--- src/rtl/parity_game_pkg.sv ---
`default_nettype none
// +----------------------------------------------------------------------+
// | parity_game_pkg                                                      |
// | Shared state encoding and digit constants for the odd/even game.     |
// | Revision: 1.0                                                        |
// +----------------------------------------------------------------------+
package parity_game_pkg;

    typedef logic [2:0] state_t;

    localparam state_t ST_IDLE    = 3'd0;
    localparam state_t ST_CAPTURE = 3'd1;
    localparam state_t ST_GUESS   = 3'd2;
    localparam state_t ST_RESULT  = 3'd3;
    localparam state_t ST_OVER    = 3'd4;

    localparam logic [3:0] DIGIT_BLANK = 4'hF;
    localparam logic [3:0] DIGIT_MAX   = 4'd9;

endpackage
`default_nettype wire

--- src/rtl/key_fall_detect.sv ---
`default_nettype none
// +----------------------------------------------------------------------+
// | key_fall_detect                                                      |
// | Synchronous falling-edge detector for an active-low debounced key.   |
// | Revision: 1.0                                                        |
// +----------------------------------------------------------------------+
module key_fall_detect (
    input  logic clk,
    input  logic rst,
    input  logic i_key_n,
    output logic o_fall
);

    logic r_prev;
    logic r_armed;

    // r_armed stays low until the key has been seen released, so a key held
    // down across reset cannot masquerade as a fresh press.
    always_ff @(posedge clk) begin
        if (rst) begin
            r_prev  <= 1'b1;
            r_armed <= i_key_n;
        end else begin
            r_prev  <= i_key_n;
            r_armed <= r_armed | i_key_n;
        end
    end

    assign o_fall = r_prev & ~i_key_n & r_armed;

endmodule
`default_nettype wire

--- src/rtl/parity_game_ctrl.sv ---
`default_nettype none
// +----------------------------------------------------------------------+
// | parity_game_ctrl                                                     |
// | Round controller: captures the drawn digit, judges odd/even guesses, |
// | keeps score over a fixed number of rounds and drives the display.    |
// | Revision: 1.0                                                        |
// +----------------------------------------------------------------------+
module parity_game_ctrl #(
    parameter int ROUNDS      = 5,
    parameter int SHOW_CYCLES = 50_000_000,
    parameter int SCORE_W     = 3
) (
    input  logic               clk,
    input  logic               r,
    input  logic               start_n,
    input  logic               guess_odd_n,
    input  logic               guess_even_n,
    input  logic [3:0]         num,
    input  logic               odd,
    output logic [3:0]         disp_num,
    output logic               win,
    output logic               lose,
    output logic               err,
    output logic [SCORE_W-1:0] score,
    output logic [SCORE_W-1:0] round,
    output logic               game_over,
    output logic               busy
);

    import parity_game_pkg::*;

    localparam int TIMER_W = (SHOW_CYCLES > 1) ? $clog2(SHOW_CYCLES) : 1;
    localparam logic [TIMER_W-1:0] c_show_last = TIMER_W'(SHOW_CYCLES - 1);
    localparam logic [SCORE_W-1:0] c_rounds    = SCORE_W'(ROUNDS);

    logic w_start;
    logic w_godd;
    logic w_geven;

    key_fall_detect u_key_start (
        .clk     (clk),
        .rst     (r),
        .i_key_n (start_n),
        .o_fall  (w_start)
    );

    key_fall_detect u_key_odd (
        .clk     (clk),
        .rst     (r),
        .i_key_n (guess_odd_n),
        .o_fall  (w_godd)
    );

    key_fall_detect u_key_even (
        .clk     (clk),
        .rst     (r),
        .i_key_n (guess_even_n),
        .o_fall  (w_geven)
    );

    state_t               r_state;
    state_t               w_state_nxt;
    logic [TIMER_W-1:0]   r_timer;
    logic [3:0]           r_digit;
    logic                 r_odd;
    logic [3:0]           r_disp;
    logic                 r_win;
    logic                 r_lose;
    logic                 r_err;
    logic [SCORE_W-1:0]   r_score;
    logic [SCORE_W-1:0]   r_round;
    logic                 r_over;
    logic                 r_busy;

    logic                 w_one_guess;
    logic                 w_guess_ok;
    logic                 w_show_done;
    logic [SCORE_W-1:0]   w_round_inc;
    logic                 w_last_round;
    logic                 w_bad_digit;

    // Simultaneous odd and even presses are ambiguous and are dropped.
    assign w_one_guess  = w_godd ^ w_geven;
    assign w_guess_ok   = (w_godd == r_odd);
    assign w_show_done  = (r_timer == c_show_last);
    assign w_round_inc  = r_round + SCORE_W'(1);
    assign w_last_round = (w_round_inc == c_rounds);
    assign w_bad_digit  = (num > DIGIT_MAX);

    always_ff @(posedge clk) begin
        if (r) begin
            r_state <= ST_IDLE;
        end else begin
            r_state <= w_state_nxt;
        end
    end

    always_comb begin
        w_state_nxt = r_state;
        case (r_state)
            ST_IDLE:    if (w_start) w_state_nxt = ST_CAPTURE;
            ST_CAPTURE: w_state_nxt = w_bad_digit ? ST_IDLE : ST_GUESS;
            ST_GUESS:   if (w_one_guess) w_state_nxt = ST_RESULT;
            ST_RESULT:  if (w_show_done) w_state_nxt = w_last_round ? ST_OVER : ST_IDLE;
            ST_OVER:    if (w_start) w_state_nxt = ST_CAPTURE;
            default:    w_state_nxt = ST_IDLE;
        endcase
    end

    logic [3:0]         w_disp_nxt;
    logic               w_win_nxt;
    logic               w_lose_nxt;
    logic               w_err_nxt;
    logic [SCORE_W-1:0] w_score_nxt;
    logic [SCORE_W-1:0] w_round_nxt;
    logic               w_over_nxt;
    logic               w_busy_nxt;

    // Outputs are computed from the upcoming state and registered below.
    always_comb begin
        w_disp_nxt  = DIGIT_BLANK;
        w_win_nxt   = r_win;
        w_lose_nxt  = r_lose;
        w_err_nxt   = (r_state == ST_CAPTURE) && w_bad_digit;
        w_score_nxt = r_score;
        w_round_nxt = r_round;
        w_over_nxt  = (w_state_nxt == ST_OVER);
        w_busy_nxt  = (w_state_nxt == ST_CAPTURE) || (w_state_nxt == ST_GUESS) ||
                      (w_state_nxt == ST_RESULT);

        if ((w_state_nxt == ST_RESULT) || (w_state_nxt == ST_OVER)) begin
            w_disp_nxt = r_digit;
        end

        if ((r_state == ST_GUESS) && w_one_guess) begin
            w_win_nxt  = w_guess_ok;
            w_lose_nxt = !w_guess_ok;
            if (w_guess_ok) begin
                w_score_nxt = r_score + SCORE_W'(1);
            end
        end else if (w_state_nxt != ST_RESULT) begin
            w_win_nxt  = 1'b0;
            w_lose_nxt = 1'b0;
        end

        if ((r_state == ST_RESULT) && w_show_done) begin
            w_round_nxt = w_round_inc;
        end

        if ((r_state == ST_OVER) && w_start) begin
            w_score_nxt = '0;
            w_round_nxt = '0;
        end
    end

    always_ff @(posedge clk) begin
        if (r) begin
            r_timer <= '0;
            r_digit <= DIGIT_BLANK;
            r_odd   <= 1'b0;
            r_disp  <= DIGIT_BLANK;
            r_win   <= 1'b0;
            r_lose  <= 1'b0;
            r_err   <= 1'b0;
            r_score <= '0;
            r_round <= '0;
            r_over  <= 1'b0;
            r_busy  <= 1'b0;
        end else begin
            r_timer <= (r_state == ST_RESULT) ? r_timer + TIMER_W'(1) : '0;
            if (r_state == ST_CAPTURE) begin
                r_digit <= num;
                r_odd   <= odd;
            end
            r_disp  <= w_disp_nxt;
            r_win   <= w_win_nxt;
            r_lose  <= w_lose_nxt;
            r_err   <= w_err_nxt;
            r_score <= w_score_nxt;
            r_round <= w_round_nxt;
            r_over  <= w_over_nxt;
            r_busy  <= w_busy_nxt;
        end
    end

    assign disp_num  = r_disp;
    assign win       = r_win;
    assign lose      = r_lose;
    assign err       = r_err;
    assign score     = r_score;
    assign round     = r_round;
    assign game_over = r_over;
    assign busy      = r_busy;

endmodule
`default_nettype wire

--- config.mk ---
export PLATFORM = sky130hd
export DESIGN_NAME = parity_game_ctrl
export DESIGN_NICKNAME = d
export VERILOG_FILES = /design/src/rtl/parity_game_pkg.sv /design/src/rtl/key_fall_detect.sv /design/src/rtl/parity_game_ctrl.sv
export SDC_FILE = /design/constraint.sdc
export NUM_CORES = 1
export LEC_CHECK = 0
export CORE_UTILIZATION = 51
export DETAILED_ROUTE_END_ITERATION = 10
export GPL_ROUTABILITY_DRIVEN = 0
export HOLD_SLACK_MARGIN = 0.12
export PLACE_DENSITY = 0.73
export SYNTH_ARGS = -nofsm -noshare
export SYNTH_HDL_FRONTEND = slang
export SYNTH_SLANG_ARGS = --single-unit
--- constraint.sdc ---
create_clock -name clk -period 2.17 [get_ports clk]
set_input_delay 0.651 -clock clk [delete_from_list [all_inputs] [get_ports clk]]
set_output_delay 0.651 -clock clk [all_outputs]
set_load 0.005 [all_outputs]
After elaboration in Yosys (flattened, before gate mapping)

Index checks and enable logic that the tools add are counted.

Input bits: 10
Register bits after elaboration: 55
Output and inout port bits: 15
Word-level logic and storage cells: 76

Add/subtract/negate cells: 3
Bitwise gates (word level): 15
Muxes and demuxes: 12
Equality and inequality tests: 12
Magnitude comparators: 1
Reductions and logical operators: 15

Operators by type and width:

| operator                                               | number |
|---|---|
| adder 26 x 1 -> 26 bit (second input constant)         | 1 |
| equality test 26 bit (second input constant)           | 1 |
| equality test 3 x 2 -> 1 bit (second input constant)   | 4 |
| 2-to-1 mux 3 bit                                       | 4 |
| case mux 3 bit (4 select lines)                        | 1 |
| equality test 3 bit (second input constant)            | 3 |
| OR reduction 2 bit                                     | 4 |
| adder 3 x 1 -> 3 bit (second input constant)           | 2 |
| bitwise AND 1 bit                                      | 6 |
| equality test 3 x 1 -> 1 bit (second input constant)   | 2 |
| 2-to-1 mux 1 bit                                       | 6 |
| inverter 1 bit                                         | 5 |
| greater-than comparator 4 bit (second input constant)  | 1 |
| logical AND 1 bit                                      | 4 |
| zero test 3 bit                                        | 1 |
| logical OR 1 bit                                       | 3 |
| inequality test 3 x 2 -> 1 bit (second input constant) | 1 |
| bitwise OR 1 bit                                       | 3 |
| 2-to-1 mux 2 bit                                       | 1 |
| AND reduction 2 bit                                    | 1 |
| nonzero test 2 bit                                     | 1 |
| equality test 1 bit                                    | 1 |
| zero test 1 bit                                        | 1 |
| bitwise XOR 1 bit                                      | 1 |

Longest topological paths before layout

Depth in word-level cells: 10
Gate-level depth with buffers: 6

By module

A second synthesis with hierarchy kept.

Cells, all modules: 246
Area total of the unflattened synthesis: 2347.3 sq um

By module, submodules not included:

| module           | times used | cells each | sequential area each (sq um) | area an instance (sq um) |
|---|---|---|---|---|
| parity_game_ctrl | 1          | 225        | 980.9                        | 2152.1 |
| key_fall_detect  | 3          | 7          | 40.0                         | 65.1 |

Worst setup path after synthesis

No wires, ideal clock.

Kind: reg-to-reg
Start point: register r_timer[16]
End point: register r_round[2] (netlist: round[2])
Path buffers: 0
Arrival: 1.674 ns
Required time: 2.099 ns
Library setup time: 0.071 ns
Path slack: 0.425 ns
Cell stages (with the launch flop): 6
Cells stage by stage: dfxtp_1 -> or4_4 -> nor3_4 -> nand4_4 -> or3_1 -> a21oi_1

Cells in the longest elaborated chain, start to end: 2

RTL lines:

| element                  | line                    | RTL |
|---|---|---|
| start: declaration       | parity_game_ctrl.sv:63  | `logic [TIMER_W-1:0] r_timer;` |
| start signal: assignment | parity_game_ctrl.sv:170 | `r_timer <= (r_state == ST_RESULT) ? r_timer + TIMER_W'(1) : '0;` |
| equality test 26 bit     | parity_game_ctrl.sv:85  | `assign w_show_done = (r_timer == c_show_last);` |
| logical AND 1 bit        | parity_game_ctrl.sv:146 | `if ((r_state == ST_RESULT) && w_show_done) begin` |
| end signal: assignment   | parity_game_ctrl.sv:180 | `r_round <= w_round_nxt;` |
| end: declaration         | parity_game_ctrl.sv:71  | `logic [SCORE_W-1:0] r_round;` |

Every way passes these cells.
A chain may end at the register's enable or synchronous reset.

Worst setup path in the final report

Start point: input guess_odd_n
End point: register r_disp[0] (netlist: disp_num[0])

Cells in the longest elaborated chain, start to end: 10
Elaborated cells between the ends (all ways): 11

RTL lines:

| element                                                                    | line                    | RTL |
|---|---|---|
| start: declaration                                                         | parity_game_ctrl.sv:16  | `input logic guess_odd_n,` |
| inverter 1 bit *                                                           | key_fall_detect.sv:29   | `assign o_fall = r_prev & ~i_key_n & r_armed;` |
| bitwise AND 1 bit * (2 in a row)                                           | key_fall_detect.sv:29   |  |
| bitwise XOR 1 bit *                                                        | parity_game_ctrl.sv:83  | `assign w_one_guess = w_godd ^ w_geven;` |
| 2-to-1 mux 3 bit *                                                         | parity_game_ctrl.sv:103 | `ST_GUESS: if (w_one_guess) w_state_nxt = ST_RESULT;` |
| case mux 3 bit (4 select lines) *                                          | parity_game_ctrl.sv:100 | `case (r_state)` |
| equality test 3 x 2 -> 1 bit / equality test 3 bit (equally long branches) | parity_game_ctrl.sv:131 | `if ((w_state_nxt == ST_RESULT) \|\| (w_state_nxt == ST_OVER)) begin` |
| logical OR 1 bit *                                                         | parity_game_ctrl.sv:131 |  |
| inverter 1 bit (no source line) *                                          | -                       |  |
| OR reduction 2 bit (no source line) *                                      | -                       |  |
| end signal: assignment                                                     | parity_game_ctrl.sv:175 | `r_disp <= w_disp_nxt;` |
| end: declaration                                                           | parity_game_ctrl.sv:66  | `logic [3:0] r_disp;` |

Mark *: on every way between the ends. The rest lies on a longest branch, timed or not.

==> metrics <==
Final ANT Viol Nets=0; Die W=69.3 µm; Unique masters post-synth=36; first-pass GRT wire length=7.70 mm; Pwr Density=630 nW/µm²; Setup crit start kind=input port; vias in the first global route=1762; NetSw=0.369 mW; Slowest-stage cell, CP=clkdlybuf4s50_1; Fill cells=383; share of layout cells above drive strength 1=8.83%; Setup Skew=0.00338 ns; CTS Hold Bufs=0; Post-Syn Area=2310 µm²; Worst Min Path Start=lose; die area=4800 µm²; NumNets Final=296; max frequency=528 MHz; Crit path depth=6; worst slew pin tran=0.558 ns; clock root buffer=clkbuf_8; Synth top area share=47.7%; drt drc=0; Slew headroom=62.7%; Area Growth Syn to Fin=19.7%; top post-synthesis cells by area=dfxtp_1 48%, xor2_1 6.4%, nor2_1 6.0%; antenna violations before repair=0; CP cell instances=clkdlybuf4s50_1 -> nand3b_1 -> xor2_1 -> nand2_1 -> a21oi_1 -> o21bai_1; crit share post-route=87.3%; Mean Syn Cell Area=9.31 µm²; max-slew violation count=0; Logic pwr share=5.5%; Sw Ratio=21.2%; yosys warns=0; PostCTS Resize Cnt=0; Yosys reg bits=55; Hold Path Stages=2; htree depth=2; Port Buffers=24; sequential area share after synthesis=47.7%; Avg Vias per Cell=5.30; maximum vdd drop=0.000380 V; met1 Usage GRT=24.7%; final hold vios=0; Total Routing Usage GR=20.1%; number of diodes=0; Pint=1.37 mW; I/O pin count=25; Hold Worst Slack=0.462 ns; Initial DRC Count=122; syn_nets=262; CP bufs+invs=1; Starting Density=53.0%; r2r setup slk=0.28 ns; Clk Latency, worst-skew pair=0.31 ns; leak pwr=1.02 nW; DR vias=1775; critical path type=in -> reg; Clock Power Share=34.9%; Final min period=1.89 ns; gr ovfl total=0; gr busiest metal=met2; Max clock buf depth=2; M3 GR Usage=3.78%; worst hold path class=reg -> reg; Core ar.=4350 µm²; GRT met2 Usage=33.7%; die height=69.3 µm; worst path required time=2.37 ns; Max-Cap Viols=0; Worst setup EP type=flip-flop; TritonCTS clock tree=done; final setup violation count=0; Clock Sinks=55; Arr. time, crit path=2.09 ns; status=finished clean; reg2reg path depth=5; RSZ-0062 raised after global routing=false; drt wl/cell=12.8 µm; total wire length=4.29 mm; CP peak stage delay=0.42 ns; Worst R2R End=round[2]; largest net degree at the start of global routing=26; Setup Fix Bufs, Post-CTS=0; FF-to-FF Start=r_timer[16]; hold endpoint=lose; clock slew at reported path FFs=0.09 ns; drt first pass iters=4; cell count after synthesis=248; Rows=24; total power draw=1.74 mW; Yosys top cell by area=dfxtp_1; Largest delay share family, worst path=buffers and inverters; Seq pwr share=59.6%; Worst Path Max Fanout=4; DP Wirelength=3.13 mm; CTS Buf Count=5
## tightest hold or removal path, cell delays in order (launching register included)
cell	delay, ns
dfxtp_1	0.32
nand2_1	0.05
a21oi_1	0.05
## synthesized netlist by cell type
library cell  count
a21o_1            4
a21oi_1          10
a31oi_1           1
and2_1            4
and3_1            4
and4_1            4
clkbuf_1          4
dfxtp_1          55
ha_1              4
inv_1             5
mux2i_1           7
nand2_1          21
nand2b_1          1
nand3_1          13
nand3b_1          4
nand4_1           8
nand4_4           1
nand4b_1          1
nor2_1           37
nor3_1            3
nor3_4            1
nor3b_1           1
nor3b_2           1
nor4_1            3
nor4_2            1
nor4b_1           2
o21ai_0           4
o21ai_1           1
o21ai_2           1
o21bai_1          4
or2_2             5
or3_1             2
or4_4             1
or4b_1            1
xnor2_1          12
xor2_1           17
## power by group through the flow
stage | registers (mW) | clock network (mW) | logic [mW]
floorplan | 1.06 | 0 | 0.0526
global placement | 1.06 | 0 | 0.0944
detailed placement | 1.06 | 0 | 0.0964
CTS | 1.04 | 0.628 | 0.0965
global route | 1.04 | 0.653 | 0.106
finish | 1.04 | 0.608 | 0.0951
## cell families (layout without fill, tap and decap cells)
family | Yosys count | count (layout) | share of synthesized area (%)
compound gates | 25 | 25 | 6.50
xor+xnor | 29 | 29 | 11.0
fa+ha+maj | 4 | 4 | 2.17
buf+inv | 9 | 44 | 1.46
flops | 55 | 55 | 47.7
mux | 7 | 7 | 3.04
simple gates | 119 | 119 | 28.1
## cell usage in the layout (no fill, tap or decap), drive strengths merged, types with 2 or more instances in the layout
| master | n |
|---|---|
| nand2 | 21 |
| inv | 5 |
| o21ai | 6 |
| clkdlybuf4s50 | 24 |
| and3 | 4 |
| nor3b | 2 |
| xor2 | 17 |
| mux2i | 7 |
| clkbuf | 8 |
| a21oi | 10 |
| nand4 | 9 |
| or3 | 2 |
| o21bai | 4 |
| and2 | 4 |
| nor2 | 37 |
| and4 | 4 |
| a21o | 4 |
| nand3b | 4 |
| dfxtp | 55 |
| or2 | 5 |
| xnor2 | 12 |
| nor4b | 2 |
| buf | 7 |
| nor4 | 4 |
| nand3 | 13 |
| nor3 | 4 |
| ha | 4 |
## area by class of cell
type / count / area [µm²] / area share, %
clock buffers: 8 / 100 / 3.62
inverters: 5 / 18.8 / 0.679
multi-input cells: 184 / 1170 / 42.5
flip-flops and latches: 55 / 1100 / 39.8
well taps: 52 / 65.1 / 2.35
repair buffers: 31 / 305 / 11.0
## layer usage
layer,wire length (µm),vias up
met3,95,8
met5,0,-
li1,-,918
met4,89,0
met1,2010,830
met2,2090,19
## flip-flops by register name (all words and copies together) (netlist names), 3 cells and up
name / count
disp_num: 4
r_digit: 4
r_state: 3
r_timer: 26
round: 3
score: 3
## stage by stage
step           setup TNS, ns  utilization (%)  cell area (µm²)  worst slack [ns]  instances
6_report                   0             63.5             2760             0.275        335
3_3_place_gp               0             61.2             2660            0.0232        327
3_5_place_dp          -0.233             61.2             2660           -0.0553        327
5_1_grt                    0             63.5             2760             0.128        335
4_1_cts                    0             63.5             2760             0.276        335
2_1_floorplan              0                -             2310             0.425        248
## worst max-delay path by stage
stage	start	endpoint	slack [ns]
after floorplan	r_timer[16]	round[2]	0.43
after detailed placement	guess_odd_n	disp_num[0]	-0.06
after global routing	guess_odd_n	disp_num[3]	0.13
after global placement	guess_odd_n	disp_num[1]	0.02
after CTS	r_timer[16]	round[2]	0.28
final	guess_odd_n	disp_num[0]	0.28
No activity file was read; power rests on OpenSTA's default activity.
